**src/rtl/ikin_flp_pkg.sv**
```systemverilog
// ikin_flp_pkg: IEEE-754 single-precision constants and field layout shared by the fixed/float converters
package ikin_flp_pkg;
  localparam int C_FLP_EXP_WIDTH = 8;
  localparam int C_FLP_MANT_WIDTH = 23;
  localparam int C_FLP_EXP_BIAS = 127;
  localparam logic [31:0] C_FLP_ZERO = 32'h0000_0000;
  typedef struct packed {
    logic sign;
    logic [C_FLP_EXP_WIDTH-1:0] exp;
    logic [C_FLP_MANT_WIDTH-1:0] mant;
  } flp_t;
endpackage

```
**src/rtl/fxp_leading_one_detector.sv**
```systemverilog
// fxp_leading_one_detector: combinational index of the highest set bit; none flags an all-zero word
module fxp_leading_one_detector #(
  parameter int C_WIDTH = 16
) (
  input  logic [C_WIDTH-1:0]         in,
  output logic [$clog2(C_WIDTH)-1:0] pos,
  output logic                       none
);
  localparam int PW = $clog2(C_WIDTH);
  always_comb begin
    pos = '0;
    none = 1'b1;
    for (int i = 0; i < C_WIDTH; i++) begin
      if (in[i]) begin
        pos = PW'(i);
        none = 1'b0;
      end
    end
  end
endmodule

```
**src/rtl/fixed_to_float_converter.sv**
```systemverilog
// fixed_to_float_converter: exact signed fixed-point to IEEE-754 single conversion,
// 3-stage pipeline (capture, leading-one detect, normalise/pack) with a global stall enable.
module fixed_to_float_converter
  import ikin_flp_pkg::*;
#(
  parameter int C_FXP_WIDTH = 16,
  parameter int C_FXP_POINT = 12,
  parameter int C_FLP_WIDTH = 32
) (
  input  logic                   ACLK,
  input  logic                   ARESETN,
  input  logic                   S_VALID,
  output logic                   S_READY,
  input  logic [C_FXP_WIDTH-1:0] FXP_NUM,
  output logic                   M_VALID,
  input  logic                   M_READY,
  output logic [C_FLP_WIDTH-1:0] FLP_NUM,
  output logic                   FXP_ZERO
);
  localparam int W = C_FXP_WIDTH;
  localparam int W1 = W - 1;
  localparam int PW = $clog2(W);
  logic en;
  logic v1_q, sign1_q, zero1_q;
  logic [W-1:0] abs1_q;
  logic sign1_d, zero1_d;
  logic [W-1:0] abs1_d;
  logic v2_q, sign2_q, zero2_q;
  logic [W-1:0] abs2_q;
  logic [PW-1:0] pos2_q, pos2_d;
  logic none2_d;
  logic v3_q, zero3_q;
  logic [C_FLP_WIDTH-1:0] flp3_q, flp3_d;
  logic [PW-1:0] shamt;
  logic [W1-1:0] norm;
  logic [C_FLP_MANT_WIDTH-1:0] mant;
  logic [C_FLP_EXP_WIDTH-1:0] exp8;
  flp_t flp;
  assign en = ~v3_q | M_READY;
  assign S_READY = en;
  assign M_VALID = v3_q;
  assign FLP_NUM = flp3_q;
  assign FXP_ZERO = zero3_q;
  always_comb begin
    sign1_d = FXP_NUM[W-1];
    abs1_d = sign1_d ? -FXP_NUM : FXP_NUM;
    zero1_d = ~|FXP_NUM;
  end
  fxp_leading_one_detector #(.C_WIDTH(W)) u_lod (
    .in  (abs1_q),
    .pos (pos2_d),
    .none(none2_d)
  );
  // The shift drops the hidden bit off the top; the remaining W-1 bits left-align into the mantissa.
  always_comb begin
    shamt = PW'(W1) - pos2_q;
    norm = W1'(abs2_q << shamt);
    mant = C_FLP_MANT_WIDTH'(norm) << (C_FLP_MANT_WIDTH + 1 - W);
    exp8 = C_FLP_EXP_WIDTH'(C_FLP_EXP_BIAS + int'(pos2_q) - C_FXP_POINT);
    flp = '{sign: sign2_q, exp: exp8, mant: mant};
    flp3_d = zero2_q ? C_FLP_ZERO : flp;
  end
  always_ff @(posedge ACLK or negedge ARESETN) begin
    if (!ARESETN) begin
      v1_q <= 1'b0;
      sign1_q <= 1'b0;
      zero1_q <= 1'b0;
      abs1_q <= '0;
      v2_q <= 1'b0;
      sign2_q <= 1'b0;
      zero2_q <= 1'b0;
      abs2_q <= '0;
      pos2_q <= '0;
      v3_q <= 1'b0;
      zero3_q <= 1'b0;
      flp3_q <= '0;
    end else if (en) begin
      v1_q <= S_VALID;
      if (S_VALID) begin
        sign1_q <= sign1_d;
        zero1_q <= zero1_d;
        abs1_q <= abs1_d;
      end
      v2_q <= v1_q;
      sign2_q <= sign1_q;
      zero2_q <= zero1_q | none2_d;
      abs2_q <= abs1_q;
      pos2_q <= pos2_d;
      v3_q <= v2_q;
      zero3_q <= zero2_q;
      flp3_q <= flp3_d;
    end
  end
endmodule
```
**config.mk**
```make
export PLATFORM = sky130hd
export DESIGN_NAME = fixed_to_float_converter
export DESIGN_NICKNAME = d
export VERILOG_FILES = /design/src/rtl/ikin_flp_pkg.sv /design/src/rtl/fxp_leading_one_detector.sv /design/src/rtl/fixed_to_float_converter.sv
export SDC_FILE = /design/constraint.sdc
export NUM_CORES = 1
export LEC_CHECK = 0
export ABC_AREA = 0
export BUFFER_PORTS_ARGS = -buffer_cell sky130_fd_sc_hd__buf_4
export CELL_PAD_IN_SITES_DETAIL_PLACEMENT = 0
export CELL_PAD_IN_SITES_GLOBAL_PLACEMENT = 2
export CORE_MARGIN = 2
export CORE_UTILIZATION = 32
export CTS_BUF_LIST = sky130_fd_sc_hd__clkbuf_4
export DETAILED_ROUTE_END_ITERATION = 8
export MAX_ROUTING_LAYER = met4
export PLACE_DENSITY = 0.77
export SETUP_SLACK_MARGIN = 0.05
export SLEW_MARGIN = 0
export SYNTH_ARGS = -nofsm -noshare
export SYNTH_HDL_FRONTEND = slang
export SYNTH_SLANG_ARGS = --single-unit
```
**constraint.sdc**
```tcl
create_clock -name ACLK -period 1.7 [get_ports ACLK]
set_input_delay 0.085 -clock ACLK [delete_from_list [all_inputs] [get_ports ACLK]]
set_output_delay 0.085 -clock ACLK [all_outputs]
set_load 0.03 [all_outputs]
```
Word-level counts from Yosys, hierarchy flattened. Index checks and enable logic that the tools add are counted.

Bits in registers: 76. Output and inout port bits: 35.

Add/subtract/negate cells: 4. Reduce and logical (&&, ||, !) cells: 3. Mux-type cells: 33. Bitwise operators: 3. Shifts and indexed selects: 1.

Operators with widths (count): 32-bit two-way mux (1); 4-bit two-way mux (8); 1-bit two-way mux (17); 16-bit two-way mux (1); 16-bit negator (1); 16-bit OR reduction (1); 16-bit by 4-bit << shifter with 15-bit output (1); 3-bit two-way mux (4); 7-bit by 4-bit adder with 8-bit output (first input constant) (1); 8-bit by 4-bit subtractor with 8-bit output (second input constant) (1); 2-bit two-way mux (2); 4-bit subtractor (first input constant) (1); 1-bit bitwise OR (2); 2-bit AND reduction (1); 1-bit logical NOT (1); 1-bit inverter (1).

Depth between registers and ports, before layout.
Word-level depth: 17. Mapped depth: 7. Gate-level depth less buffers: 6.

By module. Synthesis repeated with hierarchy kept, for this count alone.

Cell total of the unflattened synthesis: 385. Area, all modules: 3575.9 um^2.

By module, submodules not included: fixed_to_float_converter (cells an instance 356, area each 3413.3 um^2, instances 1); fxp_leading_one_detector (cells an instance 29, area each 162.7 um^2, instances 1).

Worst setup path before layout. Ideal clock, no wire load.

Kind: register -> register. Start point: register v3_q, in the netlist M_VALID. End point: register flp3_q[25], in the netlist FLP_NUM[25]. Setup slack: 0.023 ns. Setup time: 0.096 ns. Cell stages (with the launch flop): 7. Period minus slack after synthesis: 1.677 ns. Buffers on the path: 3. Arrival: 1.582 ns. Data required time: 1.604 ns. Cell sequence: dfrtp_1 > nor2b_1 > clkbuf_1 > clkbuf_1 > clkbuf_1 > nand2_1 > o31ai_1.

Cells in the longest elaborated chain, start to end: 2.

Ends and longest elaborated chain: start, declared (line fixed_to_float_converter.sv:32) `logic v3_q, zero3_q;`; start signal, assigned (line fixed_to_float_converter.sv:89) `v3_q <= v2_q;`; 1-bit inverter (line fixed_to_float_converter.sv:39) `assign en = ~v3_q | M_READY;`; 1-bit bitwise OR (line fixed_to_float_converter.sv:39); end signal, assigned (line fixed_to_float_converter.sv:91) `flp3_q <= flp3_d;`; end, declared (line fixed_to_float_converter.sv:33) `logic [C_FLP_WIDTH-1:0] flp3_q, flp3_d;`.

No other way between the ends. A chain may end at the register's enable or synchronous reset.

Worst setup path after layout.
Start point: register pos2_q[0]. End point: register flp3_q[14], in the netlist FLP_NUM[14].

Cells in the longest elaborated chain, start to end: 3.

Ends and longest elaborated chain: start, declared (line fixed_to_float_converter.sv:30) `logic [PW-1:0] pos2_q, pos2_d;`; start signal, assigned (line fixed_to_float_converter.sv:88) `pos2_q <= pos2_d;`; 4-bit subtractor (line fixed_to_float_converter.sv:56) `shamt = PW'(W1) - pos2_q;`; 16-bit by 4-bit << shifter with 15-bit output (line fixed_to_float_converter.sv:57) `norm = W1'(abs2_q << shamt);`; 32-bit two-way mux (line fixed_to_float_converter.sv:61) `flp3_d = zero2_q ? C_FLP_ZERO : flp;`.

No other way between the ends.

==> metrics.md <==
| Metric | Value |
|---|---|
| Area occupied by multi-input gates | 1690 µm² |
| CORE AREA | 10,700 µm² |
| Crit start category | flip-flop |
| Fill cells | 1,121 |
| Remaining routing DRC violations | 0 |
| Worst-path clk slew | 110 ps |
| Share of layout cells above drive strength 1 | 23.5% |
| Fmax | 0.590 GHz |
| Post-synth cell types | 45 |
| # nets final | 473 |
| Worst path required time | 2010 ps |
| Vias per inst | 4.77 |
| Initial core utilization | 32.4% |
| Vias | 2,837 |
| Wire per inst | 13.8 µm |
| CTS buffer count | 9 |
| HP Class | primary input to flip-flop |
| All-layer global routing usage | 15.0% |
| H-tree Lvls | 3 |
| Row count | 38 |
| Most frequent cells in the layout | 99 x nand2_1, 71 x buf_4, 65 x dfrtp_1 |
| Vias in the first global route | 2,726 |
| Clock period minus final worst setup slack | 1700 ps |
| Total power | 7.28 mW |
| Clock sink count | 66 |
| Mapped Area | 3470 µm² |
| GRT Residual Overflow | 0 |
| Global placer's final weighted congestion | 0.797 |
| Initial drt markers | 120 |
| Skew final | 9.79 ps |
| DPL Wire Length | 5.99 mm |
| Slowest cell on crit path | dfrtp_2 |
| Root buf cell | clkbuf_4 |
| YS warnings | 0 |
| First-pass GRT wire length | 13.2 mm |
| Final ANT Viol Nets | 0 |
| Largest net degree at the start of global routing | 40 |
| R2R setup slack | 5 ps |
| Num ports | 55 |
| Outcome | completed |
| Max cap viols | 0 |
| Crit path kind | flip-flop to flip-flop |
| Initial antenna violation count | 0 |
| CTS max path bufs | 2 |
| Final hold viol count | 0 |
| Leading cell type in the layout, fill and taps excluded | nand2_1 |
| RSZ-0062 raised after global routing | yes |
| Die area | 11,700 µm² |
| Synth Instances | 376 |
| Critical Path Fanout Max | 7 |
| Tcrit/Tclk final | 99.7% |
| EDFF count, synth | 0 |
| Crit-path leading delay family | multiplexers |
| Ys flop type | dfrtp_1 |
| CP Capture Type | flip-flop |
| Worst skew pair latency | 410 ps |
| WP buf/inv | 1 |
| Routed WL | 8.22 mm |
| Die Wd | 108 µm |
| 1st-pass router iterations | 4 |
| Syn avg cell area | 9.22 µm² |
| Part of the Yosys area used for sequential elements | 47.6% |
| # diodes | 0 |
| Async SR Flop Fraction | 100% |
| Crit path DAT | 2010 ps |
| Setup Viol. Count Final | 0 |
| Slew margin rel. | 65.6% |
| Crit-path cells | buf_4 > mux2_2 > o21ai_0 > mux2i_1 > a22o_1 |
| CTS tree | done |
| IO Port Bufs | 46 |
| Slowest stage delay, CP | 460 ps |
| Slew Viols, Final | 0 |
| Peak supply drop | 628 µV |
| Yosys reg bits | 66 |
| Worst-margin pin slew | 512 ps |
| Synth-to-Final Area Change | 26.6% |
| Pwr Density | 1660 nW/µm² |
| Die Height | 108 µm |
| Non-filler instance count after layout | 595 |
| Placed insts | 560 |
| Lkg Pwr | 2.11 nW |
| Register area | 1650 µm² |
## stage by stage
stage / util, % / setup TNS [ps] / area [µm²] / hold slack, ps / worst slack, ps
after floorplan: - / 0 / 3500 / -211 / 56.3
final: 41.1 / 0 / 4390 / 13.9 / 4.65
after global routing: 41.1 / -110 / 4390 / 21.4 / -39.8
after global placement: 37.7 / 0 / 4040 / 98.3 / 24.1
after CTS: 40.5 / 0 / 4330 / 3.18 / 36.9
after detailed placement: 37.7 / -121 / 4040 / 101 / -53.4
## layer usage
layer	GRT usage, %	vias up	wire length (µm)
li1	-	1428	-
met1	19.3	1341	4000
met2	23.3	61	3820
met3	2.89	7	310
met4	5.95	0	89
met5	-	-	0
## final timing paths
check                           cells past startpoint           to        from
worst max-delay path                                5  FLP_NUM[14]   pos2_q[0]
worst min-delay path                                4    abs1_q[2]  FXP_NUM[2]
worst max register to register                      5  FLP_NUM[14]   pos2_q[0]
worst min register to register                      1      M_VALID        v2_q
max in group asynchronous                           3  FLP_NUM[17]     ARESETN
min in group asynchronous                           2  FLP_NUM[29]     ARESETN
## worst min-delay path: stages
cell,delay [ps]
buf_4,100
xnor2_1,60
nor2_1,90
a21oi_1,50
## registers in the layout, indices dropped and copies added, names as in the netlist
register	flops
FLP_NUM	23
FXP_ZERO	1
M_VALID	1
abs1_q	16
abs2_q	15
pos2_q	4
sign1_q	1
sign2_q	1
v1_q	1
v2_q	1
zero1_q	1
zero2_q	1
## cell usage after synthesis, types with 6 or more instances
| master | number | area [µm²] |
|---|---|---|
| a21oi_1 | 8 | 40.0 |
| xor2_1 | 13 | 114 |
| o21ai_0 | 31 | 155 |
| mux2i_1 | 18 | 180 |
| nand3_1 | 6 | 30.0 |
| inv_1 | 10 | 37.5 |
| clkbuf_1 | 17 | 63.8 |
| buf_4 | 9 | 67.6 |
| nand2_1 | 99 | 372 |
| nor2_1 | 17 | 63.8 |
| o31ai_1 | 10 | 75.1 |
| dfrtp_1 | 66 | 1650 |
| mux2_2 | 9 | 101 |
## timing repair
action                                  in CTS  in global routing
pin swaps                                    0                  2
hold buffers                                16                  0
buffers inserted                             1                  2
endpoints found under the hold margin       51                  0
gates resized for setup                      1                 11
cloned                                       0                  0
endpoints found under the setup margin       5                 11
## cell type report
cell class	count	area share [%]
clock inverters	5	1.03
flip-flops and latches	66	37.6
inverters	10	0.912
clock buffers	11	1.88
well taps	140	3.99
multi-input cells	275	38.5
repair buffers	88	16.0
## kinds of logic after synthesis
logic type | after synthesis | synth area share, %
flops | 66 | 47.6
fa+ha+maj | 3 | 1.08
other cells | 1 | 0.108
compound gates | 78 | 14.8
buf+inv | 42 | 5.66
simple gates | 143 | 17.7
mux | 29 | 9.42
xor+xnor | 14 | 3.54
## power breakdown
group	switching, mW	leakage, nW	internal (mW)	total [mW]
clock network	0.553	0.0710	0.464	1.02
logic	2.02	1.22	1.63	3.65
registers	0.488	0.819	2.13	2.61
total	3.06	2.11	4.22	7.28
No activity file was read; power rests on OpenSTA's default activity.
